**src/rtl/irq_controller.sv**
```systemverilog
// irq_controller: synchronises, latches, masks and prioritises interrupt sources into a single-cycle core pulse
module irq_controller #(
  parameter int NUM_SRC     = 8,
  parameter int SYNC_STAGES = 2,
  parameter int ID_W        = (NUM_SRC > 1) ? $clog2(NUM_SRC) : 1
) (
  input  logic               clk,
  input  logic               rst,
  input  logic [NUM_SRC-1:0] irq_src,
  input  logic [4:0]         reg_addr,
  input  logic [31:0]        reg_wdata,
  input  logic               reg_we,
  input  logic               reg_re,
  output logic [31:0]        reg_rdata,
  output logic               interrupt,
  output logic [ID_W-1:0]    active_id,
  output logic               in_service
);
  typedef enum logic [1:0] {S_IDLE, S_FIRE, S_SERVICE} state_t;
  state_t r_state, w_next;
  logic [NUM_SRC-1:0] r_sync [SYNC_STAGES];
  logic [NUM_SRC-1:0] r_hist, r_pend_edge, r_enable, r_mode;
  logic [NUM_SRC-1:0] w_sync, w_rise, w_pending, w_eligible, w_w1c, w_claim;
  logic               r_gie;
  logic [ID_W-1:0]    r_active_id, w_winner;
  logic [31:0]        r_rdata, w_rdata;
  logic [2:0]         w_idx;
  logic               w_eoi, w_unused;
  assign w_idx      = reg_addr[4:2];
  assign w_sync     = r_sync[SYNC_STAGES-1];
  assign w_rise     = w_sync & ~r_hist;
  assign w_pending  = (r_pend_edge & r_mode) | (w_sync & ~r_mode);
  assign w_eligible = w_pending & r_enable & {NUM_SRC{r_gie}};
  assign w_w1c      = (reg_we && w_idx == 3'd3) ? reg_wdata[NUM_SRC-1:0] & r_mode : '0;
  assign w_claim    = (r_state == S_FIRE) ? NUM_SRC'(1) << r_active_id : '0;
  assign w_eoi      = reg_we && w_idx == 3'd5 && reg_wdata[ID_W-1:0] == r_active_id;
  assign w_unused   = &{1'b0, reg_wdata, reg_addr[1:0]};
  assign w_rdata = w_idx == 3'd0 ? {31'b0, r_gie} :
                   w_idx == 3'd1 ? 32'(r_enable) :
                   w_idx == 3'd2 ? 32'(r_mode) :
                   w_idx == 3'd3 ? 32'(w_pending) :
                   w_idx == 3'd4 ? {in_service, {(31-ID_W){1'b0}}, r_active_id} : '0;
  always_comb begin
    w_winner = '0;
    for (int i = NUM_SRC-1; i >= 0; i--)
      if (w_eligible[i]) w_winner = ID_W'(i);
  end
  always_comb begin
    w_next = r_state;
    w_next = r_state == S_IDLE ? (|w_eligible ? S_FIRE : S_IDLE) :
             r_state == S_FIRE ? S_SERVICE : (w_eoi ? S_IDLE : S_SERVICE);
  end
  always_ff @(posedge clk or posedge rst) begin
    if (rst) begin
      r_sync      <= '{default: '0};
      r_hist      <= '0;
      r_pend_edge <= '0;
      r_enable    <= '0;
      r_mode      <= '0;
      r_gie       <= 1'b0;
      r_rdata     <= '0;
      r_state     <= S_IDLE;
      r_active_id <= '0;
    end else begin
      r_sync[0] <= irq_src;
      for (int s = 1; s < SYNC_STAGES; s++) r_sync[s] <= r_sync[s-1];
      r_hist <= w_sync;
      // a fresh rise wins over a same-cycle W1C or claim
      r_pend_edge <= (r_pend_edge & ~w_w1c & ~w_claim) | (w_rise & r_mode);
      if (reg_we && w_idx == 3'd0) r_gie <= reg_wdata[0];
      if (reg_we && w_idx == 3'd1) r_enable <= reg_wdata[NUM_SRC-1:0];
      if (reg_we && w_idx == 3'd2) r_mode <= reg_wdata[NUM_SRC-1:0];
      if (reg_re) r_rdata <= w_rdata;
      r_state <= w_next;
      if (r_state == S_IDLE && |w_eligible) r_active_id <= w_winner;
    end
  end
  assign interrupt  = r_state == S_FIRE;
  assign in_service = r_state == S_SERVICE;
  assign active_id  = r_active_id;
  assign reg_rdata  = r_rdata;
endmodule
```
**config.mk**
```make
export PLATFORM = sky130hd
export DESIGN_NAME = irq_controller
export DESIGN_NICKNAME = d
export VERILOG_FILES = /design/src/rtl/irq_controller.sv
export SDC_FILE = /design/constraint.sdc
export NUM_CORES = 1
export LEC_CHECK = 0
export BUFFER_PORTS_ARGS = -buffer_cell sky130_fd_sc_hd__buf_2
export CORE_UTILIZATION = 56
export CTS_BUF_LIST = sky130_fd_sc_hd__clkbuf_8 sky130_fd_sc_hd__clkbuf_16
export CTS_CLUSTER_DIAMETER = 100
export DETAILED_ROUTE_END_ITERATION = 6
export GPL_ROUTABILITY_DRIVEN = 0
export PLACE_DENSITY = 0.9
export SLEW_MARGIN = 25
export SYNTH_ARGS = -nofsm -noshare
export SYNTH_HDL_FRONTEND = slang
export SYNTH_SLANG_ARGS = --single-unit
```
**constraint.sdc**
```tcl
create_clock -name clk -period 5.3 [get_ports clk]
set_input_delay 0.795 -clock clk [delete_from_list [all_inputs] [get_ports clk]]
set_output_delay 0.795 -clock clk [all_outputs]
set_load 0.02 [all_outputs]
```
* Word-level counts from Yosys, hierarchy flattened
Cells that the tools add are included.
** Word-level totals
- Register bits :: 86
- Bits in latches :: 0
- Bits in writable memories :: 0
- Memory bits (read-only) :: 0
- Bits of input ports :: 49
- Output and inout bits :: 37
- Memories kept :: 0
** Operators by class
- Add/subtract/negate cells :: 0
- $mul :: 0
- Divide/modulo/power cells :: 0
- $lt $le $gt $ge :: 0
- Equal/unequal tests :: 8
- Shift operators :: 1
- Mux-type cells :: 19
- Bitwise operators :: 15
- Reduce and logical (&&, ||, !) cells :: 10
** Operators by type and width (count)
- two-way mux 32 bit :: 5
- bitwise AND 8 bit :: 9
- inverter 8 bit :: 4
- two-way mux 3 bit :: 8
- two-way mux 8 bit :: 2
- OR 8 bit :: 2
- OR reduction 8 bit :: 1
- left shift 1 x 3 -> 8 bit, first input constant :: 1
- logical AND 1 bit :: 7
- == test 3 x 2 -> 1 bit, second input constant :: 2
- == test 3 bit, second input constant :: 2
- two-way mux 2 bit :: 3
- == test 3 x 1 -> 1 bit, second input constant :: 1
- == test 3 bit :: 1
- logical NOT 3 bit :: 1
- == test 2 x 1 -> 1 bit, second input constant :: 1
- == test 2 bit, second input constant :: 1
- logical NOT 2 bit :: 1
- two-way mux 1 bit :: 1

* Logic depth before layout (Yosys ltp)
- Word-level depth :: 13
- Depth in mapped cells :: 6

* Worst setup path before layout
Ideal clock, no wire load.
- Kind :: input -> register
- Start :: input port reg_addr[3]
- End :: register r_mode[0]
- Setup time :: 125 ps
- Data arrival time :: 1847 ps
- Required time :: 5175 ps
- Path slack :: 3328 ps
- Stages :: 4
- Buffers on the path :: 2
- Cells stage by stage :: clkbuf_1 nor4bb_1 clkbuf_1 mux2_2
** On the way
- Word-level cells in the longest chain between the ends :: 2
** Ends and longest elaborated chain
- from (decl) :: line 10 : input logic [4:0] reg_addr,
- == test 3 x 2 -> 1 bit :: line 72 : if (reg_we && w_idx == 3'd2) r_mode <= reg_wdata[NUM_SRC-1:0];
- logical AND 1 bit :: line 72
- to (signal assigned) :: line 72
- to (decl) :: line 22 : logic [NUM_SRC-1:0] r_hist, r_pend_edge, r_enable, r_mode;
Every way passes these cells.
A chain may end at the register's enable or synchronous reset.

* Worst setup path after layout
- Start :: input port reg_addr[3]
- End :: register r_mode[2]
The elaborated chain is that of the path after synthesis.

==> out/qor.yml <==
synth:
  syn-cell-area_sq_um: 3000
  netlist_instances: 275
  synth.most_common_cell: "dfrtp_1"
  ys_types: 45
  synth_top_cell_area_share_pct: 52.6
  ys_seq_elements: 63
  synth_common_cells: "dfrtp_1, nand2_1, buf_4, mux2_2, inv_1"
  synthTopCellsByArea: "dfrtp_1, buf_4, mux2_2"
  yosysSeqAreaShare_pct: 52.6
  yosys_warnings: 0
  synth.largest_area_cell: "dfrtp_1"
  synth_ff_type: "dfrtp_1"
  synth.avg_cell_area_sq_um: 10.9
  async_flop_share_pct: 100
  synth_edf_count: 0
clock_tree:
  clk_pin_slew_worst_paths_ps: 60
  clock_latency_ps: 330
  cts_max_level: 3
  cts_setup_buffers: 0
  cts_tree: "yes"
  cts_max_path_buffers: 2
  ctsRootBufferMaster: "clkbuf_8"
  cts_inserted_buffers: 9
  cts_sinks: 63
  cts-resized-gates: 0
  hold_buffers: 0
grt:
  grt_max_degree: 64
  grt_pass1_vias: 2003
  antenna_found_initial: 0
  grt_pass1_wl_mm: 9.47
  overflow: 0
  grtUsageTotal_pct: 23.7
route:
  antenna_left: 0
  drc_errors: 0
  routedWlPerCell_um: 15.2
  routed_wl_mm: 5.82
  drt-initial-drc-count: 121
  vias: 2130
  firstDrtPassIters: 4
  vias_per_cell: 5.58
pwr:
  ir_drop_mv: 0.203
  power_uw: 1290
  p_leak_uw: 0.00145
  p_per_area_nw_per_um2: 392
cells_and_area:
  num-fill-cells: 448
  fin_nets: 360
  fin_cells: 382
  area_delta_synth_final_pct: 9.52
  final_util_pct: 63.9
  layout-drive-gt1-share_pct: 24.0
  diodes: 0
floorplanning:
  initial_core_util_pct: 58.3
  rows: 26
  dieArea_sq_um: 5650
  core-area_sq_um: 5140
  die_w_um: 75.2
  die_y_um: 75.2
  ioPinCount: 86
timing:
  max_freq_ghz: 0.478
  slew_headroom_pct: 48.5
  tns_ps: 0
  fin_crit_sh_pct: 39.5
  hold_viol_final: 0
  rsz0062_at_grt: "false"
  worst_pin_slew_ps: 773
  clock_skew_ps: 4.19
  drv_slew: 0
  setup_violations: 0
  whs_ps: 348
  min_period_ps: 2090
worst_setup_path:
  path_cells: "buf_2 -> nor4bb_1 -> buf_4 -> mux2_2"
  cp_slowest_cell: "nor4bb_1"
  cpPeakStageDelay_ps: 530
  critPathTopFamily: "buffers and inverters"
  cp-end-kind: "register"
  r2r_cells: 5
  required_ps: 5510
  criticalPathCategory: "primary input to register"
  cp.depth: 4
  cp-start-kind: "primary input"
  critPathArrivalTime_ps: 2310
  rr_startpoint: "r_mode[1]"
  rrSetupSlack_ps: 3480
  cp_num_buf_inv: 2
  r2r-end: "active_id[0]"
  critPathMaxFanout: 26
placed_design:
  numPortBuffers: 36
  hpwl_mm: 4.12
  placedCellCount: 370
hold_path:
  hold_path_depth: 0
  hp-start: "r_sync[15]"
  min_to: "w_sync[7]"
  hold_path_class: "register to register"
run:
  maxCapViolCount: 0
run_status:
  status: "finished, final reports clean"
## routing by layer
metal	part of all wire (%)	track usage, %	up-vias	routed length, um
met5	0	0	-	0
met4	1.7	12.1	0	101
met3	7.1	4.55	8	412
met2	47	37.9	91	2730
met1	44	31.0	1033	2570
li1	-	-	998	-
## per-stage QoR
step / worst slack (ps) / instance area [sq um]
2_1_floorplan: 2940 / 3080
3_5_place_dp: 2870 / 3140
6_report: 3210 / 3280
4_1_cts: 3220 / 3280
5_1_grt: 3160 / 3280
3_3_place_gp: 2900 / 3140
## area by class of cell
cell class              instances  area (sq um)  share of cell area, %
clock inverters                 3          15.0                  0.457
clock buffers                   9           124                   3.77
multi-input cells             186          1240                   37.7
flip-flops and latches         63          1580                   48.0
inverters                      13          48.8                   1.49
repair buffers                 38           195                   5.95
well taps                      70          87.6                   2.67
## layout by cell type (no fill, tap or decap), types with 3 or more instances in the layout
cell,n
dfrtp_1,63
buf_2,36
nand2_1,26
conb_1,23
mux2_2,14
nand3b_1,12
inv_1,12
nor2_1,11
o21ai_0,10
a21oi_1,9
nand2b_1,9
clkbuf_8,9
o22ai_1,7
o221ai_1,7
mux2i_1,5
o21ai_1,5
a32oi_1,5
nor2b_1,4
o31ai_1,3
nand3_1,3
mux2_4,3
xor2_1,3
clkinv_2,3
## flip-flops by register name (all words and copies together) (netlist names)
register and flops:
r_pend_edge 8, reg_rdata 9, r_gie 1, w_sync 8, r_sync 8, r_mode 8
r_state 2, r_enable 8, r_hist 8, active_id 3
## worst max-delay path by stage
| stage | from | to | slack, ps |
|---|---|---|---|
| floorplan | rst | active_id[0] | 2940 |
| global placement | reg_addr[3] | r_mode[5] | 2900 |
| detailed placement | reg_addr[3] | r_mode[2] | 2870 |
| CTS | reg_addr[3] | r_mode[2] | 3220 |
| global route | r_state[0] | interrupt | 3160 |
| finish | reg_addr[3] | r_mode[2] | 3210 |
## power by group
part / switching [uW] / internal [uW] / total, uW
combinational: 177 / 147 / 324
sequential: 90.3 / 555 / 645
clock: 160 / 156 / 316
total: 427 / 858 / 1290
## cell families (layout without fill, tap and decap cells)
logic type | Yosys count | in the layout | synth area share, %
muxes | 24 | 24 | 9.18
xor gates and xnor gates | 3 | 3 | 0.877
AOI/OAI and AO/OA | 57 | 57 | 12.8
and+or+nand+nor | 79 | 79 | 15.5
DFF | 63 | 63 | 52.6
other | 1 | 23 | 0.125
buffers and inverters | 48 | 63 | 8.93
No activity file was read; power rests on OpenSTA's default activity.
